### src/rtl/video_pkg.sv
// Shared types and constants for the camera video stream blocks.
package video_pkg;

  localparam int unsigned VID_DW    = 24;
  localparam int unsigned VID_LINES = 720;
  localparam int unsigned VID_LCW   = 10;

  typedef enum logic {
    IDLE   = 1'b0,
    STREAM = 1'b1
  } state_e;

  // One video beat as carried on an AXI4-Stream video port.
  typedef struct packed {
    logic [VID_DW-1:0] tdata;
    logic              tlast;
    logic              tuser;
  } vid_beat_t;

endpackage

### src/rtl/axis_video_reg_slice.sv
// One-deep valid/ready register slice for a packed {tdata, tlast, tuser} payload.
module axis_video_reg_slice #(
  parameter int unsigned PW = 26
) (
  input  logic          clk,
  input  logic          rstn,
  input  logic          s_valid_i,
  output logic          s_ready_c,
  input  logic [PW-1:0] s_data_i,
  output logic          m_valid_o,
  input  logic          m_ready_i,
  output logic [PW-1:0] m_data_o
);

  logic          valid_q;
  logic [PW-1:0] data_q;

  // Accept whenever the slot is empty or is being drained this cycle.
  assign s_ready_c = !valid_q || m_ready_i;

  always_ff @(posedge clk or negedge rstn) begin
    if (!rstn) begin
      valid_q <= 1'b0;
      data_q  <= '0;
    end else if (s_ready_c) begin
      valid_q <= s_valid_i;
      if (s_valid_i) begin
        data_q <= s_data_i;
      end
    end
  end

  assign m_valid_o = valid_q;
  assign m_data_o  = data_q;

endmodule

### src/rtl/video_frame_arbiter.sv
// Frame-granular round-robin 2:1 arbiter feeding the shared YCbCr-to-RGB converter.
module video_frame_arbiter
  import video_pkg::*;
#(
  parameter int unsigned DW    = VID_DW,
  parameter int unsigned LINES = VID_LINES,
  parameter int unsigned LCW   = VID_LCW
) (
  input  logic          clk,
  input  logic          rstn,
  input  logic          en,
  input  logic [DW-1:0] s0_axis_video_tdata,
  input  logic          s0_axis_video_tvalid,
  output logic          s0_axis_video_tready,
  input  logic          s0_axis_video_tlast,
  input  logic          s0_axis_video_tuser,
  input  logic [DW-1:0] s1_axis_video_tdata,
  input  logic          s1_axis_video_tvalid,
  output logic          s1_axis_video_tready,
  input  logic          s1_axis_video_tlast,
  input  logic          s1_axis_video_tuser,
  output logic [DW-1:0] m_axis_video_tdata,
  output logic          m_axis_video_tvalid,
  input  logic          m_axis_video_tready,
  output logic          m_axis_video_tlast,
  output logic          m_axis_video_tuser,
  output logic          grant,
  output logic          busy,
  output logic          frame_done,
  output logic [7:0]    sof_err_cnt
);

  localparam int unsigned PW = DW + 2;

  state_e         state_q, state_d;
  logic           grant_q, grant_d;
  logic [LCW-1:0] line_q, line_d;
  logic [7:0]     err_q, err_d;
  logic           done_q, done_d;

  logic           slot_free_c;
  logic [1:0]     sof_c;
  logic           sel_valid_c, sel_last_c, sel_user_c;
  logic [DW-1:0]  sel_data_c;
  logic           acc_c;
  logic [PW-1:0]  m_data;

  assign sof_c = {s1_axis_video_tvalid && s1_axis_video_tuser,
                  s0_axis_video_tvalid && s0_axis_video_tuser};

  assign sel_valid_c = grant_q ? s1_axis_video_tvalid : s0_axis_video_tvalid;
  assign sel_data_c  = grant_q ? s1_axis_video_tdata  : s0_axis_video_tdata;
  assign sel_last_c  = grant_q ? s1_axis_video_tlast  : s0_axis_video_tlast;
  assign sel_user_c  = grant_q ? s1_axis_video_tuser  : s0_axis_video_tuser;
  assign acc_c       = (state_q == STREAM) && sel_valid_c && slot_free_c;

  // Arbitration, frame tracking and per-source ready generation.
  always_comb begin
    state_d              = state_q;
    grant_d              = grant_q;
    line_d               = line_q;
    err_d                = err_q;
    done_d               = 1'b0;
    s0_axis_video_tready = 1'b0;
    s1_axis_video_tready = 1'b0;
    case (state_q)
      IDLE: begin
        // Non-SOF beats are swallowed so a source resyncs on its next frame start.
        s0_axis_video_tready = s0_axis_video_tvalid && !s0_axis_video_tuser;
        s1_axis_video_tready = s1_axis_video_tvalid && !s1_axis_video_tuser;
        if (en && (sof_c != 2'b00)) begin
          state_d = STREAM;
          grant_d = (sof_c == 2'b11) ? !grant_q : sof_c[1];
        end
      end
      STREAM: begin
        s0_axis_video_tready = !grant_q && slot_free_c;
        s1_axis_video_tready = grant_q && slot_free_c;
        if (acc_c) begin
          if (sel_user_c && (line_q != '0)) begin
            line_d = '0;
            if (err_q != 8'hff) begin
              err_d = err_q + 8'd1;
            end
          end else if (sel_last_c && (line_q == LCW'(LINES - 1))) begin
            line_d  = '0;
            done_d  = 1'b1;
            state_d = IDLE;
          end else if (sel_last_c) begin
            line_d = line_q + LCW'(1);
          end
        end
      end
      default: state_d = IDLE;
    endcase
  end

  always_ff @(posedge clk or negedge rstn) begin
    if (!rstn) begin
      state_q <= IDLE;
      grant_q <= 1'b1;
      line_q  <= '0;
      err_q   <= 8'd0;
      done_q  <= 1'b0;
    end else begin
      state_q <= state_d;
      grant_q <= grant_d;
      line_q  <= line_d;
      err_q   <= err_d;
      done_q  <= done_d;
    end
  end

  axis_video_reg_slice #(
    .PW (PW)
  ) u_out_slice (
    .clk       (clk),
    .rstn      (rstn),
    .s_valid_i (acc_c),
    .s_ready_c (slot_free_c),
    .s_data_i  ({sel_data_c, sel_last_c, sel_user_c}),
    .m_valid_o (m_axis_video_tvalid),
    .m_ready_i (m_axis_video_tready),
    .m_data_o  (m_data)
  );

  assign m_axis_video_tdata = m_data[PW-1:2];
  assign m_axis_video_tlast = m_data[1];
  assign m_axis_video_tuser = m_data[0];

  assign grant       = grant_q;
  assign busy        = (state_q == STREAM);
  assign frame_done  = done_q;
  assign sof_err_cnt = err_q;

endmodule

### config.mk
export PLATFORM = sky130hd
export DESIGN_NAME = video_frame_arbiter
export DESIGN_NICKNAME = d
export VERILOG_FILES = /design/src/rtl/video_pkg.sv /design/src/rtl/axis_video_reg_slice.sv /design/src/rtl/video_frame_arbiter.sv
export SDC_FILE = /design/constraint.sdc
export NUM_CORES = 1
export LEC_CHECK = 0
export ABC_AREA = 1
export ABC_CLOCK_PERIOD_IN_PS = 2300
export CORE_MARGIN = 3
export CORE_UTILIZATION = 65
export CTS_CLUSTER_DIAMETER = 80
export DETAILED_ROUTE_END_ITERATION = 8
export DONT_BUFFER_PORTS = 1
export PLACE_DENSITY = 0.81
export SKIP_CTS_REPAIR_TIMING = 1
export SLEW_MARGIN = 20
export SYNTH_ARGS = -nofsm -noshare
export SYNTH_HDL_FRONTEND = slang
export SYNTH_SLANG_ARGS = --single-unit
### constraint.sdc
create_clock -name clk -period 2.3 [get_ports clk]
set_input_delay 0.115 -clock clk [delete_from_list [all_inputs] [get_ports clk]]
set_output_delay 0.115 -clock clk [all_outputs]
set_load 0.02 [all_outputs]
* After elaboration in Yosys (flattened, before gate mapping)
Index checks and enable logic that the tools add are counted.
Storage, ports and cells: register bits 48, input bits 58, logic and storage cells 55
Cells by class: add/sub/neg operators 2, equal/unequal tests 3, muxes and demuxes 19, bitwise operators 1, reductions and logical operators 23
Operators with widths (number):
- $mux 10 | 3
- $mux 24 | 1
- $mux 1 | 12
- $logic_and 1x1->1 | 11
- $add 10x1->10 const B | 1
- $eq 10x10->1 const B | 1
- $reduce_bool 10->1 | 1
- $add 8x1->8 const B | 1
- $ne 8x8->1 const B | 1
- $pmux 1 s2 | 3
- $logic_not 1->1 | 4
- $reduce_and 2->1 | 2
- $reduce_and 4->1 | 1
- $reduce_and 3->1 | 1
- $reduce_bool 3->1 | 1
- $eq 2x2->1 const B | 1
- $reduce_bool 2->1 | 1
- $logic_or 1x1->1 | 1
- $not 1->1 | 1

* Longest topological paths before layout
Gate-level depths: netlist of the first run.
depth in word-level cells 6, depth in mapped cells 10

* Modules after synthesis
From an unflattened synthesis of the first run, not the netlist that was laid out.
Second synthesis, totals: cell total of the unflattened synthesis 386, area, all modules 2813.9 sq um
Modules (own cells, without submodules):
- video_frame_arbiter | instances 1, cells an instance 269, area each 1685.4 sq um, sequential area each 526.8 sq um
- axis_video_reg_slice | instances 1, cells an instance 117, area each 1128.6 sq um, sequential area each 675.6 sq um

* Worst setup path before layout of the first run
No wires, ideal clock.
path type register to register, start point register err_q[0] (netlist: sof_err_cnt[0]), end point register err_q[3] (netlist: sof_err_cnt[3]), setup time 0.066 ns, arrival time 1.500 ns, data required time 2.234 ns, slack 0.734 ns, stages on the path, launching flop included 8, period minus slack after synthesis 1.566 ns, path through dfrtp_1 ha_1 nand3_1 nor2_1 nand3_1 nand2_4 nand2_1 nand2_1
On the way: longest elaborated chain between the ends 2, elaborated cells between the ends (all ways) 3, those cells by class 1 x add/sub; 1 x eq/ne; 1 x reduce/logical
Ends and longest elaborated chain:
- from (decl) | line video_frame_arbiter.sv:38 | logic [7:0] err_q, err_d;
- from (signal assigned) | line video_frame_arbiter.sv:109 | err_q <= err_d;
- parallel branches: the longest is 2 deep, another holds $add 8x1->8
Parallel ways; which one is timed is not known. A chain may end at the register's enable or synchronous reset.

* Worst setup path after layout of the first run
start point register grant_q (netlist: grant), end point register u_out_slice.data_q[19] (netlist: u_out_slice.m_data_o[19])
On the way: longest elaborated chain between the ends 4, elaborated cells between the ends (all ways) 5, those cells by class 2 x mux; 3 x reduce/logical
Ends and longest elaborated chain:
- from (decl) | line video_frame_arbiter.sv:36 | logic grant_q, grant_d;
- from (signal assigned) | line video_frame_arbiter.sv:107 | grant_q <= grant_d;
- $mux 1 | line video_frame_arbiter.sv:51 | assign sel_valid_c = grant_q ? s1_axis_video_tvalid : s0_axis_video_tvalid;
- $logic_and 1x1->1 (2 in a row) | line video_frame_arbiter.sv:55 | assign acc_c = (state_q == STREAM) && sel_valid_c && slot_free_c;
- $reduce_and 2->1 (no source line)
- to (signal assigned) | line axis_video_reg_slice.sv:28 | data_q <= s_data_i;
- to (decl) | line axis_video_reg_slice.sv:16 | logic [PW-1:0] data_q;
Several ways; a longest one is shown, not always the timed one.

==> reports/results.ini, run 1 <==
[detailed_routing]
drc=0
vias=2836
wire_per_inst_microns=20.4
vias_per_cell=6.46
met3_length_microns=1030
wl_microns=8970
drtIter0Drc=362
top_layer=met4
first_pass_iters=5
ant_nets=0
met2_length_microns=4450
wl_met1_microns=3170

[yosys]
syn_area_per_cell_sq_um=7.67
ys_seq_elements=48
synth_top_area_share_pct=44.5
synth_area_leaders=dfrtp_1, nand2_1, nor2_1, a31oi_1, nand3_1
syn_nets=405
synth_edf_count=0
yosys.area.top_type=dfrtp_1
synth_flop_cell=dfrtp_1
synthCells=344
synthMostInstantiatedCell=nand2_1
ys_seq_area_share_pct=45.5
synth_common_cells=nand2_1, dfrtp_1, nor2_1
ys_warn_count=0
ys_types=28
synth_area_sq_um=2640
async_flop_share_pct=100

[global_routing]
grtUsageTotal_pct=24.4
grt_pass1_wl_microns=9580
overflow=0
grt_pass1_vias=2038
grt_max_degree=49
antenna_found_initial=0

[critical_path]
arrival_ns=2.31
reg2reg_from=grant
crit_family=buffers and inverters
cp_max_fo=28
cp_cell_sequence=buf_4, nand3_2, a21oi_4, buf_4, nor2_1, a31oi_1
cp_slowest_cell=dfstp_2
startpoint=grant
crit_buf_inv=2
max_stage_delay_ns=0.58
critPathLaunchType=flop
end_kind=flop
worstSetupPathType=reg -> reg
path_common_cell=buf_4
crit_required_ns=2.51
rrSetupSlack_ns=0.20

[cells_and_area]
fillers=189
drive_above_1_share_pct=6.91
stdcell_count=439
final_area_sq_um=3270
syn_to_final_growth_pct=23.7
nNetsFinal=452
antenna_cells=0

[timing]
setup_viol=0
fin_crit_sh_pct=91.4
fin_tns_setup_ns=0
rsz0062_at_grt=false
clock-skew-final_ns=0.0134
slew_headroom_pct=66.0
slew_viol_final=0
worst_slew_pin_slew_ns=0.509
period_minus_slack_ns=2.10
max_freq_mhz=476
final_hold_viol_count=2
hold_ws_ns=-0.0305

[pwr]
irDropWorstVdd_mv=0.792
p_leak_nw=1.57
power_density_nw_per_um2=1160

[placed_design]
place_congestion=0.882
postPlaceCellArea_sq_um=2660
dpl.cell_count=382
io_buffer_count=0
post-dp-hpwl_microns=4280

[clock_network]
clk_pin_slew_ns=0.10
htree_num_levels=2
clockBufferDepth=2
clock_latency_ns=0.31
cts_inserted_buffers=5
cts_root_buf=clkbuf_8
clkSinkCount=48
cts_tree=done

[die]
core_sq_um=3800
die_w_microns=69.7
io_pins=98
die-height_microns=69.7
fp-row-count=22
die_area_sq_um=4860
start_util_pct=69.5

[outcome]
outcome=finished, violations left
failed_checks=negative hold slack

[run]
maxCapViolations=0

[min_path]
hold_path_class=in -> reg
holdCritStartpoint=s0_axis_video_tdata[18]

## registers in the layout, summed over array words and instances (netlist names)
| register | flops |
|---|---|
| u_out_slice.m_data_o | 26 |
| sof_err_cnt | 8 |
| frame_done | 1 |
| line_q | 10 |
| u_out_slice.m_valid_o | 1 |
| grant | 1 |
| busy | 1 |
## worst reg2reg max path, stage by stage, from the launching register on
cell     delay [ns]
dfstp_2        0.58
buf_4          0.27
nand3_2        0.15
a21oi_4        0.27
buf_4          0.33
nor2_1         0.14
a31oi_1        0.25
## final timing paths
path,endpoint,cells after the start
min reg2reg,line_q[8],2
min,u_out_slice.m_data_o[20],2
max reg2reg,u_out_slice.m_data_o[19],6
max,u_out_slice.m_data_o[19],6
max in group asynchronous,grant,2
min in group asynchronous,line_q[0],2
## final cells by class
| type | count | area, sq um | share of cell area (%) |
|---|---|---|---|
| clock inverters | 1 | 8.76 | 0.268 |
| well taps | 48 | 60.1 | 1.84 |
| inverters | 22 | 82.6 | 2.53 |
| multi-input cells | 260 | 1280 | 39.3 |
| repair buffers | 54 | 548 | 16.8 |
| clock buffers | 6 | 82.6 | 2.53 |
| flip-flops and latches | 48 | 1200 | 36.8 |
## stage by stage
step	worst slack, ns	util, %	power [mW]
after global placement	0.509	70.0	2.93
after floorplan	0.734	-	2.70
after detailed placement	0.472	70.0	2.97
after global routing	0.171	86.0	3.95
final	0.197	86.0	3.79
after CTS	0.457	72.4	3.48
## power by group
| part | internal, mW | switching [mW] |
|---|---|---|
| sequential | 1.15 | 0.671 |
| combinational | 0.457 | 0.974 |
| clock | 0.241 | 0.305 |
## metal layers
metal | up-vias | GRT usage [%]
met4 | 0 | 9.15
met2 | 274 | 41.0
met3 | 39 | 6.23
met1 | 1315 | 30.3
met5 | - | 0
li1 | 1208 | -
## kinds of logic after synthesis
| family | share of synthesized area, % |
|---|---|
| simple gates | 35.0 |
| flops | 45.5 |
| buf+inv | 5.88 |
| compound gates | 8.53 |
| xor+xnor | 3.65 |
| fa+ha+maj | 1.42 |
## layout by cell type, fill, tap and decap left out
master         netlist  final
a21oi_4              1      1
a31oi_1             25     25
a32o_1               2      2
buf_16               0      1
buf_4                3      4
clkbuf_8             0      6
clkinv_4             0      1
dfrtp_1             47     47
dfstp_2              1      1
dlygate4sd3_1        0     49
ha_1                 3      3
inv_1               19     19
inv_2                3      3
nand2_1            116    116
nand2_2              3      3
nand2_4              2      2
nand3_1             31     31
nand3_2              2      2
nand3_4              1      1
nand3b_1             3      3
nand4_1              3      3
nor2_1              47     47
nor2_2               1      1
nor2_8               1      1
nor3_1               2      2
o21ai_0              2      2
o21ai_1              3      3
o31ai_1              1      1
xnor2_1              2      2
xor2_1               9      9
(Power assumes the default switching activity.)
==> run 2, diff against run 1 <==
--- a/config.mk
+++ b/config.mk
@@ -7,14 +7,17 @@
 export LEC_CHECK = 0
 export ABC_AREA = 1
 export ABC_CLOCK_PERIOD_IN_PS = 2300
+export CELL_PAD_IN_SITES_DETAIL_PLACEMENT = 0
+export CELL_PAD_IN_SITES_GLOBAL_PLACEMENT = 1
 export CORE_MARGIN = 3
-export CORE_UTILIZATION = 65
+export CORE_UTILIZATION = 47
 export CTS_CLUSTER_DIAMETER = 80
 export DETAILED_ROUTE_END_ITERATION = 8
 export DONT_BUFFER_PORTS = 1
-export PLACE_DENSITY = 0.81
+export PLACE_DENSITY_LB_ADDON = 0.1
 export SKIP_CTS_REPAIR_TIMING = 1
 export SLEW_MARGIN = 20
 export SYNTH_ARGS = -nofsm -noshare
 export SYNTH_HDL_FRONTEND = slang
+export SYNTH_HIERARCHICAL = 1
 export SYNTH_SLANG_ARGS = --single-unit
==> reports/results.ini, run 2 <==
[detailed_routing]
wl_microns=6560
wl_met1_microns=2980
top_layer=met4
wire_per_inst_microns=14.4
drtIter0Drc=118
vias_per_cell=5.20
ant_nets=0
met2_length_microns=2930
vias=2369
drc=0
met3_length_microns=584
first_pass_iters=4

[timing]
final_hold_viol_count=0
rsz0062_at_grt=false
fin_tns_setup_ns=0
slew_viol_final=0
setup_viol=0
clock-skew-final_ns=0.00845
period_minus_slack_ns=1.97
fin_crit_sh_pct=85.5
worst_slew_pin_slew_ns=0.760
slew_headroom_pct=49.2
max_freq_mhz=508

[global_routing]
overflow=0
grtUsageTotal_pct=19.1
grt_pass1_wl_microns=11200
grt_pass1_vias=2250
antenna_found_initial=0
grt_max_degree=49

[die]
die_w_microns=83.4
die_area_sq_um=6950
core_sq_um=5640
io_pins=98
die-height_microns=83.4
start_util_pct=49.9
fp-row-count=27

[placed_design]
io_buffer_count=0
post-dp-hpwl_microns=4670
postPlaceCellArea_sq_um=2770
place_congestion=0.825

[cells_and_area]
final_area_sq_um=2930
drive_above_1_share_pct=7.03
syn_to_final_growth_pct=4.22
nNetsFinal=446
antenna_cells=0
final_cell_mix=nand2_1, dfrtp_1, nand3_1
fillers=565
largest_reg_flops=26
final_common_cell=nand2_1

[yosys]
synth_top_area_share_pct=41.8
async_flop_share_pct=100
synthCells=386
synth_edf_count=0
ys_seq_elements=48
synth_area_sq_um=2810
yosys.area.top_type=dfrtp_1
synthMostInstantiatedCell=nand2_1
ys_warn_count=6
synth_common_cells=nand2_1, dfrtp_1, nand3_1
synth_area_leaders=dfrtp_1, nand2_1, nand3_1, inv_1, nor2_1
ys_seq_area_share_pct=42.7
ys_types=34
syn_area_per_cell_sq_um=7.29
syn_nets=447
synth_flop_cell=dfrtp_1

[pwr]
power.share.clock_pct=15.4
irDropWorstVdd_mv=0.640
seq_power_share_pct=48.4
p_leak_nw=1.59
power_frac_comb_pct=36.1
swShare_pct=48.8
power_density_nw_per_um2=1270
power_mw=3.73
p_switching_mw=1.82
p_int_mw=1.91

[critical_path]
reg2reg_depth=8
end_kind=flop
crit_required_ns=2.54
rr_endpoint=line_q[7]
rrSetupSlack_ns=0.33
cp_max_fo=28
reg2reg_from=grant
critPathLaunchType=flop
crit_end=line_q[7]
arrival_ns=2.20
worstSetupPathType=reg -> reg
startpoint=grant

[clock_network]
clkSinkCount=48
clock_latency_ns=0.29
htree_num_levels=2
cts_tree=done
clk_pin_slew_ns=0.08
clockBufferDepth=2
cts_inserted_buffers=5
cts_root_buf=clkbuf_8

[min_path]
hold_path_class=in -> reg

[outcome]
outcome=finished clean

[run]
maxCapViolations=0

[run 2: changes by cell type after synthesis, moves of 6 or more]
cell / before / now
a31oi_1: 25 / 0
nand2_1: 116 / 192
buf_2: 7 / 1
nor2_1: 47 / 20
nand3_1: 31 / 44
[run 2: kinds of logic (layout without fill, tap and decap cells)]
logic type / count (synthesis) / in the layout / share of synthesized area (%)
buf+inv: 39 / 37 / 8.76
compound gates: 17 / 17 / 4.54
xor+xnor: 8 / 8 / 2.49
simple gates: 271 / 271 / 40.2
fa+ha+maj: 3 / 3 / 1.33
flops: 48 / 48 / 42.7
[run 2: worst min path at each step]
stage,startpoint,endpoint,slack (ns),depth (start not counted)
after floorplan,rstn,busy,-0.18,0
after global placement,rstn,u_out_slice/m_data_o[12],-0.18,0
after detailed placement,rstn,u_out_slice/m_data_o[12],-0.18,0
after CTS,rstn,u_out_slice/m_data_o[12],-0.51,0
after global routing,s0_axis_video_tdata[1],u_out_slice/m_data_o[3],0.06,4
final,en,grant,0.05,2
[run 2: power by group through the flow]
stage / clock, mW / sequential, mW / combinational (mW)
final: 0.576 / 1.81 / 1.35
after global routing: 0.627 / 1.86 / 1.58
after CTS: 0.593 / 1.82 / 1.34
after detailed placement: 0 / 1.83 / 1.33
after global placement: 0 / 1.83 / 1.31
after floorplan: 0 / 1.71 / 1.23
[run 2: critical path, cell delays in order (launching register included)]
cell     delay, ns
dfstp_2       0.76
inv_4         0.19
nand2_1       0.10
nand2_1       0.15
nand4_1       0.34
nand3_1       0.13
nor2_1        0.11
nand2_1       0.07
nand2_1       0.07
[run 2: stage by stage]
stage / instances / util [%] / hold WS [ns] / setup slack [ns]
2_1_floorplan: 386 / - / -0.181 / 0.506
5_1_grt: 456 / 52.0 / 0.0623 / 0.0993
4_1_cts: 452 / 50.9 / -0.508 / 0.267
6_report: 456 / 52.0 / 0.0479 / 0.333
3_3_place_gp: 446 / 49.2 / -0.179 / 0.327
3_5_place_dp: 446 / 49.2 / -0.179 / 0.277
[run 2: area by class of cell]
class                      count  area [sq um]  area share (%)
sequential                    48          1200            41.0
clock buffer                   5          68.8            2.35
clock inverter                 1          30.0            1.02
timing repair buffer           8          87.6            2.99
tap                           72          90.1            3.07
multi-input combinational    299          1370            46.5
inverter                      23          88.8            3.03
[run 2: metal layers]
metal,vias to the layer above,global-route usage (%)
li1,1203,-
met1,1074,26.3
met2,86,28.3
met4,0,4.01
met3,6,7.84
met5,-,0
==> run 3, diff against run 2 <==
--- a/config.mk
+++ b/config.mk
@@ -7,14 +7,12 @@
 export LEC_CHECK = 0
 export ABC_AREA = 1
 export ABC_CLOCK_PERIOD_IN_PS = 2300
-export CELL_PAD_IN_SITES_DETAIL_PLACEMENT = 0
-export CELL_PAD_IN_SITES_GLOBAL_PLACEMENT = 1
+export BUFFER_PORTS_ARGS = -buffer_cell sky130_fd_sc_hd__buf_2
 export CORE_MARGIN = 3
-export CORE_UTILIZATION = 47
+export CORE_UTILIZATION = 54
 export CTS_CLUSTER_DIAMETER = 80
 export DETAILED_ROUTE_END_ITERATION = 8
-export DONT_BUFFER_PORTS = 1
-export PLACE_DENSITY_LB_ADDON = 0.1
+export PLACE_DENSITY = 0.85
 export SKIP_CTS_REPAIR_TIMING = 1
 export SLEW_MARGIN = 20
 export SYNTH_ARGS = -nofsm -noshare
==> reports/results.ini, run 3 (synthesis results as in run 2) <==
[die]
io_pins=98
die-height_microns=78.2
die_w_microns=78.2
core_sq_um=4880
start_util_pct=57.7
fp-row-count=25
die_area_sq_um=6110

[critical_path]
max_stage_delay_ns=0.45
crit_buf_inv=3
worstSetupPathType=reg -> reg
arrival_ns=2.03
critPathLaunchType=flop
crit_family=flip-flops
cp_cell_sequence=inv_1, ha_1, nand3_1, o21ai_4, inv_2, nand2_4, inv_1, nand2_1, nand2_1
cp_slowest_cell=dfrtp_1
crit_required_ns=2.50
cp_max_fo=12
end_kind=flop

[clock_network]
cts_root_buf=clkbuf_8
cts_inserted_buffers=5
clockBufferDepth=2
clkSinkCount=48
htree_num_levels=2
clock_latency_ns=0.30
clk_pin_slew_ns=0.09
cts_tree=done

[pwr]
p_switching_mw=1.92
seq_power_share_pct=32.4
p_int_mw=2.36
irDropWorstVdd_mv=0.784
power_frac_comb_pct=48.0
power.share.clock_pct=19.6
power_density_nw_per_um2=1240
swShare_pct=44.9
p_leak_nw=2.01

[cells_and_area]
final_cell_mix=nand2_1, buf_2, dfrtp_1
post-route-util_pct=70.4
largest_reg_flops=26
final_common_cell=nand2_1
stdcell_count=549
syn_to_final_growth_pct=22.1
nNetsFinal=542
drive_above_1_share_pct=26.3
final_area_sq_um=3440
antenna_cells=0

[detailed_routing]
wire_per_inst_microns=12.5
drtIter0Drc=121
vias=2766
drc=0
first_pass_iters=4
vias_per_cell=5.04
ant_nets=0
wl_microns=6840

[placed_design]
post-place-ws_ns=0.482
dpl.cell_count=540
io_buffer_count=97
postPlaceCellArea_sq_um=3270
place_congestion=0.931
post-dp-hpwl_microns=4950

[timing]
period_minus_slack_ns=1.83
max_freq_mhz=545
fin_tns_setup_ns=0
worst_slew_pin_slew_ns=0.463
setup_viol=0
slew_headroom_pct=69.1
setup_ws_ns=0.466
fin_crit_sh_pct=79.7
slew_viol_final=0
rsz0062_at_grt=false
clock-skew-final_ns=0.00797
final_hold_viol_count=0

[global_routing]
grtUsageMet1_pct=29.8
grt_pass1_vias=2472
grt_use_met2_pct=38.6
grtUsageTotal_pct=22.7
grt_pass1_wl_microns=11200
use_met3_pct=3.90
grt_max_degree=29
grt-busiest-layer=met2
overflow=0
antenna_found_initial=0

[run]
maxCapViolations=0

[min_path]
hold_path_class=in -> reg

[outcome]
outcome=finished clean

run 3: metrics by stage:
stage | hold WS, ns | total power [mW]
3_5_place_dp | 0.0291 | 3.45
6_report | 0.0617 | 4.28
4_1_cts | -0.301 | 4.30
5_1_grt | 0.0704 | 4.60
2_1_floorplan | -0.181 | 2.94
3_3_place_gp | 0.0290 | 3.39
run 3: cell type report:
cell class	instances	area (sq um)
clock buffer	5	68.8
clock inverter	3	90.1
fill	418	1440
inverter	23	86.3
multi-input combinational	299	1370
sequential	48	1200
tap	67	83.8
timing repair buffer	104	541
run 3: tightest hold or removal path, cell delays in order:
cell	delay (ns)
buf_2	0.10
nand2_1	0.07
o31ai_1	0.07
run 3: per-layer routing:
metal / wire, microns / part of all wire [%]
met1: 2820 / 41
met2: 3360 / 49
met3: 560 / 8.2
met4: 102 / 1.5
met5: 0 / 0
run 3: final timing paths:
check                                              start                       end  slack [ns]  depth (start not counted)
worst max-delay path                           line_q[0]            sof_err_cnt[3]        0.47                          9
worst min-delay path                s1_axis_video_tvalid                     grant        0.06                          3
worst max register to register                 line_q[0]            sof_err_cnt[3]        0.47                          9
worst min register to register  u_out_slice/m_data_o[13]  u_out_slice/m_data_o[13]        0.47                          2
max in group asynchronous                           rstn                     grant        1.43                          3
min in group asynchronous                           rstn                 line_q[8]        0.26                          2
run 3: power groups by stage:
stage | combinational, mW | sequential [mW] | clock (mW)
after detailed placement | 2.06 | 1.40 | 0
after global routing | 2.28 | 1.43 | 0.885
after CTS | 2.07 | 1.39 | 0.844
after floorplan | 1.23 | 1.71 | 0
final | 2.05 | 1.39 | 0.837
after global placement | 2.01 | 1.38 | 0
